**src/rtl/cpu_defs.sv**
```systemverilog
// Shared definitions for the instruction sequencer: state and class
// encodings, opcode/funct constants, and the pc_src/reg_wsel codes.
package cpu_defs;

  typedef enum logic [2:0] {
    ST_IDLE   = 3'd0,
    ST_FETCH  = 3'd1,
    ST_DECODE = 3'd2,
    ST_EXEC   = 3'd3,
    ST_MEM    = 3'd4,
    ST_WB     = 3'd5
  } state_t;

  // CLS_ALU is the all-zero value so a reset class register reads as ALU.
  typedef enum logic [3:0] {
    CLS_ALU  = 4'd0,
    CLS_J    = 4'd1,
    CLS_JAL  = 4'd2,
    CLS_JR   = 4'd3,
    CLS_JALR = 4'd4,
    CLS_BEQ  = 4'd5,
    CLS_BNE  = 4'd6,
    CLS_LW   = 4'd7,
    CLS_SW   = 4'd8
  } class_t;

  localparam logic [5:0] OP_RTYPE = 6'h00;
  localparam logic [5:0] OP_J     = 6'h02;
  localparam logic [5:0] OP_JAL   = 6'h03;
  localparam logic [5:0] OP_BEQ   = 6'h04;
  localparam logic [5:0] OP_BNE   = 6'h05;
  localparam logic [5:0] OP_ADDI  = 6'h08;
  localparam logic [5:0] OP_ADDIU = 6'h09;
  localparam logic [5:0] OP_SLTI  = 6'h0A;
  localparam logic [5:0] OP_ANDI  = 6'h0C;
  localparam logic [5:0] OP_ORI   = 6'h0D;
  localparam logic [5:0] OP_LW    = 6'h23;
  localparam logic [5:0] OP_SW    = 6'h2B;

  localparam logic [5:0] FUNCT_SLL  = 6'h00;
  localparam logic [5:0] FUNCT_SRL  = 6'h02;
  localparam logic [5:0] FUNCT_SRA  = 6'h03;
  localparam logic [5:0] FUNCT_JR   = 6'h08;
  localparam logic [5:0] FUNCT_JALR = 6'h09;
  localparam logic [5:0] FUNCT_ADD  = 6'h20;
  localparam logic [5:0] FUNCT_ADDU = 6'h21;
  localparam logic [5:0] FUNCT_SUB  = 6'h22;
  localparam logic [5:0] FUNCT_SUBU = 6'h23;
  localparam logic [5:0] FUNCT_AND  = 6'h24;
  localparam logic [5:0] FUNCT_OR   = 6'h25;
  localparam logic [5:0] FUNCT_XOR  = 6'h26;
  localparam logic [5:0] FUNCT_NOR  = 6'h27;
  localparam logic [5:0] FUNCT_SLT  = 6'h2A;

  localparam logic [1:0] PC_SRC_SEQ    = 2'b00;
  localparam logic [1:0] PC_SRC_BRANCH = 2'b01;
  localparam logic [1:0] PC_SRC_JUMP   = 2'b10;
  localparam logic [1:0] PC_SRC_REG    = 2'b11;

  localparam logic [1:0] WSEL_ALU  = 2'b00;
  localparam logic [1:0] WSEL_MEM  = 2'b01;
  localparam logic [1:0] WSEL_LINK = 2'b10;

endpackage

```
**src/rtl/instr_classifier.sv**
```systemverilog
// Combinational instruction classifier: maps op/funct to a class and a
// legality flag. Illegal encodings report CLS_ALU with legal=0.
module instr_classifier
  import cpu_defs::*;
(
  input  logic [5:0] op,
  input  logic [5:0] funct,
  output class_t     cls,
  output logic       legal
);

  // Decode opcode, and funct for R-type, into an instruction class.
  always_comb begin
    cls   = CLS_ALU;
    legal = 1'b1;
    case (op)
      OP_RTYPE: begin
        case (funct)
          FUNCT_JR:   cls = CLS_JR;
          FUNCT_JALR: cls = CLS_JALR;
          FUNCT_SLL, FUNCT_SRL, FUNCT_SRA,
          FUNCT_ADD, FUNCT_ADDU, FUNCT_SUB, FUNCT_SUBU,
          FUNCT_AND, FUNCT_OR, FUNCT_XOR, FUNCT_NOR,
          FUNCT_SLT:  cls = CLS_ALU;
          default:    legal = 1'b0;
        endcase
      end
      OP_J:    cls = CLS_J;
      OP_JAL:  cls = CLS_JAL;
      OP_BEQ:  cls = CLS_BEQ;
      OP_BNE:  cls = CLS_BNE;
      OP_ADDI, OP_ADDIU, OP_SLTI, OP_ANDI, OP_ORI: cls = CLS_ALU;
      OP_LW:   cls = CLS_LW;
      OP_SW:   cls = CLS_SW;
      default: legal = 1'b0;
    endcase
  end

endmodule

```
**src/rtl/cpu_sequencer.sv**
```systemverilog
// Multi-cycle instruction sequencer: fetch/decode/exec/mem/writeback
// control with a bounded memory wait and a bus-error abort path.
// Memory handshake: mem_req is held high in FETCH/MEM until a cycle in
// which mem_ready is high; that cycle completes the access. If
// MEM_TIMEOUT request cycles pass without mem_ready, the access is
// abandoned with a one-cycle bus_err and the instruction is refetched.
module cpu_sequencer
  import cpu_defs::*;
#(
  parameter int MEM_TIMEOUT = 15
) (
  input  logic       clk,
  input  logic       rst_n,
  input  logic [5:0] op,
  input  logic [5:0] funct,
  input  logic       alu_zero,
  input  logic       mem_ready,
  output logic       ir_wren,
  output logic       pc_wren,
  output logic [1:0] pc_src,
  output logic       mem_req,
  output logic       mem_wren,
  output logic       mem_addr_sel,
  output logic       reg_file_wren,
  output logic [1:0] reg_wsel,
  output logic       retired,
  output logic       illegal,
  output logic       bus_err,
  output logic [2:0] state
);

  // Value of the wait counter during the last allowed request cycle.
  localparam logic [3:0] WAIT_LAST = 4'(MEM_TIMEOUT - 1);

  state_t     state_q, state_d;
  class_t     cls_q, dec_cls;
  logic       dec_legal;
  logic [3:0] wait_q;

  instr_classifier u_classifier (
    .op    (op),
    .funct (funct),
    .cls   (dec_cls),
    .legal (dec_legal)
  );

  assign state = state_q;

  // State, latched class and memory wait counter.
  always_ff @(posedge clk or negedge rst_n) begin
    if (!rst_n) begin
      state_q <= ST_IDLE;
      cls_q   <= CLS_ALU;
      wait_q  <= 4'd0;
    end else begin
      state_q <= state_d;
      if (state_q == ST_DECODE) cls_q <= dec_cls;
      if ((state_d != state_q) || bus_err) wait_q <= 4'd0;
      else if (mem_req && !mem_ready)      wait_q <= wait_q + 4'd1;
    end
  end

  // Next-state and output decode; mem_ready beats a coincident timeout.
  always_comb begin
    state_d       = state_q;
    ir_wren       = 1'b0;
    pc_wren       = 1'b0;
    pc_src        = PC_SRC_SEQ;
    mem_req       = 1'b0;
    mem_wren      = 1'b0;
    mem_addr_sel  = 1'b0;
    reg_file_wren = 1'b0;
    reg_wsel      = WSEL_ALU;
    retired       = 1'b0;
    illegal       = 1'b0;
    bus_err       = 1'b0;
    case (state_q)
      ST_IDLE: state_d = ST_FETCH;
      ST_FETCH: begin
        mem_req = 1'b1;
        if (mem_ready) begin
          ir_wren = 1'b1;
          pc_wren = 1'b1;
          state_d = ST_DECODE;
        end else if (wait_q == WAIT_LAST) begin
          bus_err = 1'b1;
          state_d = ST_FETCH;
        end
      end
      ST_DECODE: begin
        state_d = ST_FETCH;
        if (!dec_legal) begin
          illegal = 1'b1;
        end else begin
          case (dec_cls)
            CLS_J, CLS_JAL: begin
              pc_wren = 1'b1;
              pc_src  = PC_SRC_JUMP;
              retired = 1'b1;
              if (dec_cls == CLS_JAL) begin
                reg_file_wren = 1'b1;
                reg_wsel      = WSEL_LINK;
              end
            end
            CLS_JR, CLS_JALR: begin
              pc_wren = 1'b1;
              pc_src  = PC_SRC_REG;
              retired = 1'b1;
              if (dec_cls == CLS_JALR) begin
                reg_file_wren = 1'b1;
                reg_wsel      = WSEL_LINK;
              end
            end
            default: state_d = ST_EXEC;
          endcase
        end
      end
      ST_EXEC: begin
        case (cls_q)
          CLS_BEQ, CLS_BNE: begin
            retired = 1'b1;
            state_d = ST_FETCH;
            if ((cls_q == CLS_BEQ) == alu_zero) begin
              pc_wren = 1'b1;
              pc_src  = PC_SRC_BRANCH;
            end
          end
          CLS_LW, CLS_SW: state_d = ST_MEM;
          default:        state_d = ST_WB;
        endcase
      end
      ST_MEM: begin
        mem_req      = 1'b1;
        mem_addr_sel = 1'b1;
        mem_wren     = (cls_q == CLS_SW);
        if (mem_ready) begin
          if (cls_q == CLS_SW) begin
            retired = 1'b1;
            state_d = ST_FETCH;
          end else begin
            state_d = ST_WB;
          end
        end else if (wait_q == WAIT_LAST) begin
          bus_err = 1'b1;
          state_d = ST_FETCH;
        end
      end
      ST_WB: begin
        reg_file_wren = 1'b1;
        reg_wsel      = (cls_q == CLS_LW) ? WSEL_MEM : WSEL_ALU;
        retired       = 1'b1;
        state_d       = ST_FETCH;
      end
      default: state_d = ST_IDLE;
    endcase
  end

endmodule

```
**config.mk**
```make
export PLATFORM = sky130hd
export DESIGN_NAME = cpu_sequencer
export DESIGN_NICKNAME = d
export VERILOG_FILES = /design/src/rtl/cpu_defs.sv /design/src/rtl/instr_classifier.sv /design/src/rtl/cpu_sequencer.sv
export SDC_FILE = /design/constraint.sdc
export NUM_CORES = 1
export LEC_CHECK = 0
export ABC_CLOCK_PERIOD_IN_PS = 2000
export BUFFER_PORTS_ARGS = -buffer_cell sky130_fd_sc_hd__buf_2
export CAP_MARGIN = 20
export CORE_UTILIZATION = 50
export DETAILED_ROUTE_END_ITERATION = 8
export PLACE_DENSITY = 0.79
export SYNTH_ARGS = -nofsm -noshare
export SYNTH_HDL_FRONTEND = slang
export SYNTH_SLANG_ARGS = --single-unit
```
**constraint.sdc**
```tcl
create_clock -name clk -period 2 [get_ports clk]
set_input_delay 0.1 -clock clk [delete_from_list [all_inputs] [get_ports clk]]
set_output_delay 0.1 -clock clk [all_outputs]
set_load 0.05 [all_outputs]
```
* After elaboration in Yosys (flattened, before gate mapping)
Cells that the tools add are included.
Operators by class: eq/ne operators 40, add/sub/neg operators 1, reduce and logical (&&, ||, !) cells 16, multiplexer cells 49
Operators by type and width (count):
- $eq 6x6->1 const B | 11
- $eq 6x4->1 const B | 7
- $pmux 4 s7 | 1
- $eq 6x2->1 const B | 4
- $mux 1 | 24
- $eq 4x3->1 const B | 4
- $pmux 2 s2 | 4
- $pmux 3 s5 | 1
- $reduce_or 14->1 | 1
- $eq 6x3->1 const B | 2
- $logic_not 6->1 | 2
- $mux 2 | 6
- $mux 3 | 4
- $pmux 3 s2 | 2
- $reduce_or 2->1 | 6
- $reduce_or 11->1 | 1
- $eq 4x2->1 const B | 2
- $eq 4x4->1 const B | 2
- $mux 4 | 2
- $eq 3x2->1 const B | 2
- $eq 3x3->1 const B | 2
- $pmux 1 s2 | 3
- $add 4x1->4 const B | 1
- $eq 4x1->1 const B | 1
- other kinds (11) | 11
Storage, ports and cells: bits of input ports 16, logic and storage cells 109, output and inout port bits 16, register bits after elaboration 11

* Logic depth before layout (Yosys ltp)
depth after elaboration 11, mapped depth 9, mapped depth without buffers 9

* Cells and area by module
Synthesis repeated with hierarchy kept, for this count alone.
Second synthesis, totals: cell total of the unflattened synthesis 138, area, all modules 1178.6 um^2
By module, submodules not included:
- cpu_sequencer | cells an instance 108, times used 1, seq. area each 275.3 um^2, area each 967.2 um^2
- instr_classifier | cells an instance 30, times used 1, seq. area each 0.0 um^2, area each 211.5 um^2

* Least setup slack after synthesis
No wires, ideal clock.
path kind reg-to-reg, start reg state_q[2], in the netlist state[2], end reg wait_q[3], buffers on the path 1, clock period less this slack 3058 ps, setup slack -1058 ps, arrival 2936 ps, cell stages (with the launch flop) 6, setup time 122 ps, required time 1878 ps, path through dfrtp_1 -> buf_2 -> xnor2_1 -> nor4_1 -> nand3b_2 -> nor3_2
On the way: elaborated cells between the ends (all ways) 19, classes of those cells 6 x eq/ne; 7 x mux; 6 x reduce/logical
RTL lines:
- from (decl) | RTL line cpu_sequencer.sv:35 | state_t state_q, state_d;
- from (signal assigned) | RTL line cpu_sequencer.sv:56 | state_q <= state_d;
- $eq 3x3->1 / $eq 3x1->1 (equally long branches) | RTL line cpu_sequencer.sv:77 | case (state_q)
- $reduce_or 2->1 (no source line) (*)
- $mux 1 (*)
- net bus_err | RTL line cpu_sequencer.sv:28 | output logic bus_err,
- $logic_or 1x1->1 (*) | RTL line cpu_sequencer.sv:58 | if ((state_d != state_q) || bus_err) wait_q <= 4'd0;
- $mux 4 / $reduce_bool 2->1 (equally long branches)
- to (signal assigned) | RTL line cpu_sequencer.sv:59 | else if (mem_req && !mem_ready) wait_q <= wait_q + 4'd1;
- to (decl) | RTL line cpu_sequencer.sv:38 | logic [3:0] wait_q;
Mark *: on every way through the listed nets, which the timed path passes. The rest lies on a longest branch. A chain may end at the register's enable or synchronous reset.

* Worst setup path after layout
start reg cls_q[1], end out retired
On the way: longest elaborated chain between the ends 4, elaborated cells between the ends (all ways) 8, classes of those cells 3 x eq/ne; 4 x mux; 1 x reduce/logical
Ends and longest elaborated chain:
- from (decl) | RTL line cpu_sequencer.sv:36 | class_t cls_q, dec_cls;
- from (signal assigned) | RTL line cpu_sequencer.sv:57 | if (state_q == ST_DECODE) cls_q <= dec_cls;
- $eq 4x4->1 / $eq 4x3->1 (equally long branches) | RTL line cpu_sequencer.sv:137, cpu_sequencer.sv:119
- $mux 1 / $reduce_or 2->1 (equally long branches) | RTL line cpu_sequencer.sv:137, cpu_sequencer.sv:119
- $mux 1 (on tied branches) | RTL line cpu_sequencer.sv:136, cpu_sequencer.sv:119
- $pmux 1 s4 (*) | RTL line cpu_sequencer.sv:77
- to (decl) | RTL line cpu_sequencer.sv:26 | output logic retired,
Every way passes the cells marked *; elsewhere a longest branch is shown, timed or not.

==> results.json <==
{
  "ys_ff_latch": 11,
  "drt_iter0_drc": 17,
  "cp-end-kind": "output port",
  "clock.fmax_mhz": 519,
  "num_vias": 1240,
  "synth_ff_type": "dfrtp_1",
  "async_reset_ff_frac": 1.00,
  "worst_clock_skew_ns": 0.0108,
  "clockBufferDepth": 2,
  "synth_nets": 162,
  "status": "complete, no violations",
  "wirelength_mm": 3.18,
  "worst-slew-pin-transition_ns": 0.468,
  "die_w_um": 48.1,
  "drive_above_1_share": 0.398,
  "clock_sinks": 11,
  "cts_buffers": 3,
  "crit_arrival_ns": 1.83,
  "first_global_vias": 1102,
  "critPathBufInv": 2,
  "htreeDepth": 1,
  "finalCritPeriodShare": 0.964,
  "layout_setup_ws_ns": 0.0725,
  "rrSetupSlack_ns": 0.10,
  "synth_top_cells_by_count": "nand2_1 (23), a21oi_1 (12), dfrtp_1 (11), nor2_1 (11)",
  "io_buffer_count": 31,
  "grt_overflow": 0,
  "hold_end": "cls_q[3]",
  "worstHoldStart": "op[4]",
  "placementRows": 16,
  "report.final.slew_viol_count": 0,
  "hold_violations": 0,
  "slew_headroom": 0.686,
  "synth.area.top_cells": "dfrtp_1 (26%), nand2_1 (8.1%), a21oi_1 (5.6%), ha_1 (4.7%), nand2b_1 (4.1%)",
  "synth_most_common_cell": "nand2_1",
  "setup_viol": 0,
  "whs_ns": 0.0870,
  "hpwl_mm": 2.31,
  "root_buffer": "clkbuf_4",
  "path_common_cell": "buf_4",
  "postSynthAreaPerCell_um2": 7.49,
  "nNetsFinal": 207,
  "globalRouteTotalUtil": 0.288,
  "yosys.area.top_type": "dfrtp_1",
  "r2r_end": "wait_q[3]",
  "cts_tree": "done",
  "cp_max_fo": 5,
  "peakVddDrop_mv": 1.12,
  "ant_nets": 0,
  "r2r_start": "cls_q[1]",
  "drc": 0,
  "clkLatencyLatePin_ns": 0.28,
  "path_clk_slew_ns": 0.07,
  "die-area_um2": 2320,
  "fp.coreArea_um2": 1980,
  "grt_pass1_wl_mm": 4.56,
  "synth_cells": 142,
  "slowest_delay_ns": 0.41,
  "min_period_ns": 1.93,
  "antenna_cells": 0,
  "rsz0062_at_grt": "no",
  "synthDistinctLibCells": 44,
  "start_util": 0.537,
  "place_ws_ns": 0.0971,
  "worstPathCellList": "buf_4, nor4b_4, a21oi_1, o32a_1, a21oi_4, buf_4",
  "syn_area_um2": 1060,
  "yosysSeqAreaShare": 0.259,
  "syn_to_final_growth_pct": 41.3,
  "hold_path_depth": 2,
  "die_height_um": 48.1,
  "via_per_inst": 5.82,
  "critPathLaunchType": "flip-flop",
  "slowest_stage": "dfrtp_1",
  "cp_data_required_time_ns": 1.90,
  "fin_tns_setup_ns": 0,
  "p_per_area_nw_per_um2": 1330,
  "critPathTopFamily": "compound AO/OA/AOI/OAI gates",
  "path_class": "reg2out",
  "hold_class": "in2reg",
  "drtPass1Iterations": 4,
  "pin_count": 32,
  "synth_edf_count": 0,
  "reg2regPathDepth": 6,
  "yosys_warnings": 0,
  "grt_max_degree": 12,
  "finalWeightedCongestion": 0.861,
  "cap_violations": 0,
  "yosysTopAreaCellShare": 0.259,
  "antenna_found_initial": 0,
  "routedWlPerCell_um": 14.9,
  "p_leak_uw": 0.000653
}
## kinds of logic after synthesis
kind of cell             Yosys count  share of synthesized area
flip-flops                        11                      0.259
AND/OR/NAND/NOR                   72                      0.364
XOR/XNOR                           6                     0.0565
AO/OA/AOI/OAI                     37                      0.229
buffers and inverters             12                     0.0447
adder cells (fa/ha/maj)            4                     0.0471
## worst register-to-register path: stages (launching register included)
cell and delay [ns]:
dfrtp_1 0.41, or4b_1 0.57, a32oi_1 0.27, o21ai_2 0.11
xnor2_2 0.18, nand3b_4 0.13, nor3_2 0.18
## cells in the final DEF (no fill, tap or decap), types with 2 or more instances in the layout
master / Yosys / layout
a21o_1: 2 / 2
a21oi_1: 12 / 9
a21oi_2: 1 / 3
a31oi_1: 3 / 3
buf_2: 2 / 28
buf_4: 0 / 15
clkbuf_4: 0 / 3
dfrtp_1: 11 / 8
dfrtp_2: 0 / 3
ha_1: 4 / 4
inv_1: 7 / 7
nand2_1: 23 / 23
nand2b_1: 7 / 7
nand3_1: 3 / 3
nand3b_1: 2 / 2
nor2_1: 11 / 9
nor2_4: 0 / 2
nor2b_1: 4 / 3
nor3_2: 1 / 4
o21ai_0: 6 / 6
o22ai_1: 2 / 2
or3b_2: 2 / 2
xor2_1: 4 / 4
## per-layer routing
metal  GRT usage  routed length (µm)  vias up
li1            -                   -      598
met1       0.347                1380      603
met2       0.514                1640       31
met3      0.0481                 123        8
met4       0.106                  38        0
met5           0                   0        -
## flip-flops by register name, indices dropped and copies added, names as in the netlist
register	cells
wait_q	4
cls_q	4
state	3
## stage by stage
stage | utilization | area (µm²) | power, µW | instances
after floorplan | - | 1170 | 1430 | 142
after global placement | 0.708 | 1400 | 1680 | 205
after detailed placement | 0.708 | 1400 | 1730 | 205
after CTS | 0.745 | 1480 | 1940 | 213
after global routing | 0.758 | 1500 | 2130 | 213
final | 0.758 | 1500 | 2010 | 213
## worst max-delay path by stage
stage,slack (ns),startpoint,endpoint,depth (start not counted)
finish,0.07,cls_q[1],retired,6
global route,0.004,cls_q[2],retired,5
CTS,0.04,cls_q[1],retired,6
detailed placement,0.1,cls_q[1],wait_q[3],6
global placement,0.18,cls_q[1],wait_q[3],6
floorplan,-0.05,state[0],pc_wren,8
## timing repair
| action | CTS | global route |
|---|---|---|
| gates resized for setup | 4 | 6 |
| setup endpoints to repair | 2 | 4 |
| endpoints found under the hold margin | 11 | 0 |
| setup buffers | 3 | 0 |
| hold buffers | 1 | 0 |
## power breakdown
part           total, µW  internal, µW  switching [µW]
Clock                163          77.4            85.7
Combinational       1470           502             965
Sequential           376           299            77.6
Total               2010           878            1130
## final cells by class
class                   count  area, µm²
repair buffers             45        278
well taps                  27       33.8
inverters                   7       26.3
flip-flops and latches     11        279
multi-input cells         119        860
fillers                   142        479
clock buffers               4       26.3
Note: power is estimated with default switching activity, not from simulation.
